**src/rtl/nvram_upload.sv**
```systemverilog
// nvram_upload: streams SIZE bytes of a 16-bit memory to the host during an
// ioctl upload session, fetching one word per byte pair over a toggle
// request/acknowledge port.
//
// Ports
//   clk_sys       sole clock, rising edge
//   reset         synchronous, active-high
//   ioctl_upload  host upload session active (level)
//   ioctl_index   host file index, compared with INDEX at session start
//   ioctl_rd      one-cycle strobe: host consumed ioctl_din, advance a byte
//   ioctl_din     byte at the current pointer (8'hFF outside READY)
//   busy          high while a word fetch is outstanding (FETCH state)
//   overrun       sticky: ioctl_rd arrived while busy
//   done          one-cycle pulse when the pointer reaches SIZE
//   mem_req       toggle request; pending while mem_req != mem_ack
//   mem_ack       toggle acknowledge (same clock domain)
//   mem_a         word address of the pending request
//   mem_q         read data, valid in the cycle mem_ack equals mem_req
module nvram_upload #(
  parameter logic [7:0]  INDEX = 8'hFF,
  parameter int unsigned SIZE  = 2048,
  parameter logic [22:0] BASE  = 23'h0
) (
  input  logic        clk_sys,
  input  logic        reset,
  input  logic        ioctl_upload,
  input  logic [7:0]  ioctl_index,
  input  logic        ioctl_rd,
  output logic [7:0]  ioctl_din,
  output logic        busy,
  output logic        overrun,
  output logic        done,
  output logic        mem_req,
  input  logic        mem_ack,
  output logic [22:0] mem_a,
  input  logic [15:0] mem_q
);

  localparam int unsigned   AW   = $clog2(SIZE + 1);
  localparam logic [AW-1:0] LAST = AW'(SIZE);

  typedef enum logic [2:0] {IDLE, FETCH, READY, DRAIN, END} state_t;

  state_t        state, state_nxt;
  logic [AW-1:0] ptr, ptr_nxt, ptr_inc, issue_ptr;
  logic [15:0]   buffer;
  logic          upload_d;
  logic          issued;   // the request of the current fetch has been sent
  logic          in_sync;
  logic          start;
  logic          issue;
  logic          latch;
  logic          ovr_set;

  // mem_req is deliberately outside reset so a request in flight across a
  // reset is never re-toggled; its power-up value is 0.
  logic          mem_req_r = 1'b0;

  assign in_sync = (mem_req_r == mem_ack);
  assign ptr_inc = ptr + 1'b1;
  // upload_d follows the input even during reset, so an edge seen during
  // reset is consumed and cannot start a session afterwards.
  assign start   = ioctl_upload && !upload_d && (ioctl_index == INDEX);

  always_comb begin
    state_nxt = state;
    ptr_nxt   = ptr;
    issue     = 1'b0;
    issue_ptr = '0;
    latch     = 1'b0;
    ovr_set   = 1'b0;
    case (state)
      IDLE: begin
        if (start) begin
          state_nxt = FETCH;
          ptr_nxt   = '0;
          issue     = in_sync;
        end
      end
      FETCH: begin
        ovr_set = ioctl_rd;
        if (!ioctl_upload) begin
          state_nxt = DRAIN;
        end else if (in_sync) begin
          if (issued) begin
            latch     = 1'b1;
            state_nxt = READY;
          end else begin
            // a stale request has just completed: send ours now
            issue     = 1'b1;
            issue_ptr = ptr;
          end
        end
      end
      READY: begin
        if (!ioctl_upload) begin
          state_nxt = IDLE;
        end else if (ioctl_rd) begin
          ptr_nxt = ptr_inc;
          if (ptr_inc == LAST) begin
            state_nxt = END;
          end else if (!ptr_inc[0]) begin
            state_nxt = FETCH;
            issue     = in_sync;
            issue_ptr = ptr_inc;
          end
        end
      end
      DRAIN: begin
        if (in_sync) state_nxt = IDLE;
      end
      END: begin
        if (!ioctl_upload) state_nxt = IDLE;
      end
      default: state_nxt = IDLE;
    endcase
  end

  always_ff @(posedge clk_sys) begin
    upload_d <= ioctl_upload;
    if (reset) begin
      state   <= IDLE;
      ptr     <= '0;
      buffer  <= '0;
      overrun <= 1'b0;
      done    <= 1'b0;
      mem_a   <= '0;
      issued  <= 1'b0;
    end else begin
      state <= state_nxt;
      ptr   <= ptr_nxt;
      done  <= (state_nxt == END) && (state != END);
      if (issue) begin
        mem_req_r <= ~mem_req_r;
        mem_a     <= BASE + 23'(issue_ptr >> 1);
      end
      if (latch) buffer <= mem_q;
      if (state == IDLE && start) overrun <= 1'b0;
      else if (ovr_set)           overrun <= 1'b1;
      issued <= issue || (issued && (state == FETCH || state == DRAIN) &&
                          (state_nxt == FETCH || state_nxt == DRAIN));
    end
  end

  assign mem_req   = mem_req_r;
  assign busy      = (state == FETCH);
  assign ioctl_din = (state == READY) ? (ptr[0] ? buffer[15:8] : buffer[7:0]) : 8'hFF;

endmodule

```
**config.mk**
```make
export PLATFORM = sky130hd
export DESIGN_NAME = nvram_upload
export DESIGN_NICKNAME = d
export VERILOG_FILES = /design/src/rtl/nvram_upload.sv
export SDC_FILE = /design/constraint.sdc
export NUM_CORES = 1
export LEC_CHECK = 0
export ABC_CLOCK_PERIOD_IN_PS = 2230
export CORE_ASPECT_RATIO = 2
export CORE_UTILIZATION = 42
export DETAILED_ROUTE_END_ITERATION = 16
export PLACE_DENSITY = 0.72
export SYNTH_ARGS = -nofsm -noshare
export SYNTH_HDL_FRONTEND = slang
export SYNTH_SLANG_ARGS = --single-unit
```
**constraint.sdc**
```tcl
create_clock -name clk_sys -period 2.23 [get_ports clk_sys]
set_clock_uncertainty 0.2 [all_clocks]
set_input_delay 0.446 -clock clk_sys [delete_from_list [all_inputs] [get_ports clk_sys]]
set_output_delay 0.446 -clock clk_sys [all_outputs]
set_load 0.005 [all_outputs]
```
==> results by group <==
Outcome
  – Status: complete, but fails checks
  – Violated checks: DRC

Place
  – DP HPWL: around 5600 µm
  – DP Area: 3461 µm²
  – IO Port Bufs: between 50 and 60
  – DP Cell Count: 483
  – GP Congestion: 0.9339

STA
  – Fmax: 452.9 MHz
  – Fin. Hold Viols: 0
  – Max-slew headroom: 0.6697
  – Worst slew pin tran: 490.3 ps
  – Min cycle time layout: roughly 2200 ps
  – TNS Setup: 0 ps
  – RSZ-0062 raised after global routing: yes
  – Crit share post-route: 0.9901
  – Fin. max-slew vios: 0
  – Final setup violating endpoints: 0

Run
  – Max-cap violations: 0

GRT
  – GRT Overall Usage: 0.2346
  – Initial antenna violation count: 0
  – Vias in the first global route: 2644
  – Grt total ovfl: 0
  – First-pass GRT wire length: 11980 µm
  – Largest net degree at the start of global routing: 29

Layout
  – Share of post-route cells with drive strength above 1: 0.2564
  – Final Instance Count excl. Fillers: 496
  – Post-route cell area: 3829 µm²
  – Most frequent cells in the layout: 55 x buf_4, 54 x nand2_1, 40 x a21oi_1
  – Area grow syn2layout: 47.19%
  – # nets final: between 400 and 500
  – Commonest non-fill, non-tap cell in the layout: buf_4
  – Ant diodes: 0

Detailed routing
  – Post-DRT Antenna Nets: 0
  – Length of the first detailed-routing pass in iterations: 12
  – 1st-iter DRT viols: 88
  – # DRC: 3
  – Drt wl/cell: ~15 µm
  – Routed Wire Length: 7422 µm
  – Drt via density: 5.490
  – Routed vias: around 2700

Clock network
  – Clock sinks: 47
  – Clk_lat worst skew: 280 ps
  – CTS tree: yes
  – H-tree depth: 2
  – CTS Buf Count: 5
  – Root Driver: clkbuf_16
  – Clock slew seen by the registers of the worst setup and hold paths: 60 ps
  – Max Buffers Root-to-Sink: 2

Power
  – Reg power frac: 0.479
  – Internal power: 1410 µW
  – Leakage: around 0.0015 µW
  – Pwr dens: 459.0 nW/µm²
  – Combinational share of power: 0.054
  – Sw power: 347.2 µW
  – Clock power frac: 0.467
  – Switching share of power: 0.1976
  – Peak supply drop: 0.4667 mV

Synthesis
  – Post-Synth XOR/XNOR Area: 0.01347
  – Register area share after synthesis: 0.3656
  – Mux cell area share after synthesis: 0.03463
  – Cell area after synthesis: 2601 µm²
  – Synth async-reset ratio: 0
  – Mapped Avg Cell Area: between 7 and 8 µm²
  – Mapped Cells: 332
  – #FFs+latches synth: 47
  – Largest family of logic cells by synthesized area: simple AND/OR/NAND/NOR gates
  – Compound-gate portion of the synthesized area: 0.1910
  – Post-Synth Adder-Cell Area: 0.009620
  – Post-Synth Simple-Gate Area: 0.2977
  – Post-synth cell types: 54
  – Ys flop type: dfxtp_1
  – Yosys warning total: 0
  – Post-synth EDFFs: 1

Floorplan
  – Die area: 6531 µm²
  – Row cnt: 40
  – Io pins: 64
  – Initial Utilization: 0.4331
  – Die Span X: 57.65 µm
  – Core box area: 6006 µm²
  – Die height: 113.3 µm

Worst hold path
  – Min-delay src: ioctl_upload
  – WHS Endpoint: upload_d
  – Hold depth: 1
  – Hold WC Path Type: in2reg

Setup path
  – Setup Crit Path Kind: reg2reg
  – Arrival @ worst endpoint: ~2200 ps
  – Reg2reg setup slack: 20 ps
  – WP data required: 2250 ps
  – CP endpoint kind: register
  – Critical R2R Capture: done
  – CP max FO: 4
  – Reg-to-reg startpoint: ptr[6]
  – CP Launch Type: register
  – Register-to-Register Path Depth: 5
## power groups by stage
stage          sequential (µW)  combinational, µW  clock [µW]
2_1_floorplan              862               41.3           0
3_3_place_gp               862               93.1           0
3_5_place_dp               862               93.6           0
4_1_cts                    843               94.5         826
5_1_grt                    842                104         853
6_report                   842               95.4         820
## worst max path at each step
stage | slack, ps | startpoint | end
CTS | -100 | upload_d | mem_a[3]
global placement | -490 | ioctl_index[0] | mem_a[0]
finish | 20 | ptr[6] | done
global route | -80 | state[1] | ioctl_din[0]
detailed placement | -540 | ioctl_index[0] | mem_a[0]
floorplan | -50 | ioctl_index[0] | mem_req
## metal layers
metal,share of wire,global-route usage,up-vias
met5,0,0,-
met4,0.038,0.1333,0
met3,0.033,0.04343,23
met2,0.56,0.4364,85
met1,0.37,0.2336,1251
li1,-,-,1364
## repair_timing
item                                    CTS  global route
gates resized for setup                  18            38
hold buffers                              0             0
setup buffers                             1             4
cloned                                    1             0
pin swaps                                 9             7
endpoints found under the setup margin   31            26
## through the flow
step             util  power, µW  hold slack [ps]  setup slack, ps
3_5_place_dp   0.5763      955.7            246.1           -539.2
3_3_place_gp   0.5763      955.3            241.6           -491.3
6_report       0.6375       1758            161.6            22.05
4_1_cts        0.6110       1764            254.9           -98.51
5_1_grt        0.6375       1799            162.6           -80.89
2_1_floorplan       -      903.4            233.5           -52.10
## sequential cells by signal (all words and copies together), names as in the netlist
name and count:
buffer 16, ptr 12, mem_a 11, state 3
done 1, issued 1, mem_req 1, overrun 1
upload_d 1
## area by class of cell
cell class                 instances  area, µm²
clock inverter                     1      5.005
fill                             526       2177
multi-input combinational        258       1578
sequential                        47      967.2
tap                               63      78.83
clock buffer                       7      163.9
timing repair buffer             113       1010
inverter                           7      26.28
## synthesized netlist by cell type, types with 3 or more instances
master    instances  area, µm²
clkbuf_1          9      33.78
or3_1             4      25.02
and3_1            5      31.28
nor3b_1           3      22.52
a21oi_1          40      200.2
buf_4            17      127.6
o211a_1           3      30.03
nor4_1            7      43.79
inv_1             6      22.52
o31ai_1           9      67.56
a31oi_1           4      25.02
nor2_1           17      63.81
nand4_1           4      25.02
and2_1            3      18.77
nand3_1          14      70.07
o211ai_1          3      22.52
nand2_1          54      202.7
dfxtp_1          46      920.9
mux2i_1           9      90.09
nor3_1           13      65.06
o21ai_0          18      90.09
## worst max-delay path, cell delays in order (launching register included)
cell and delay, ps:
dfxtp_4 370, nand4_1 150, or4_4 600, a21o_1 200, or4b_4 510, nor3_2 110
## cell families (layout without fill, tap and decap cells)
family,Yosys count,count (layout)
AO/OA/AOI/OAI,84,84
XOR/XNOR,4,4
adder cells (fa/ha/maj),2,2
buffers and inverters,38,128
flip-flops,47,47
multiplexers,9,9
other,1,12
AND/OR/NAND/NOR,147,147
(Power assumes the default switching activity.)
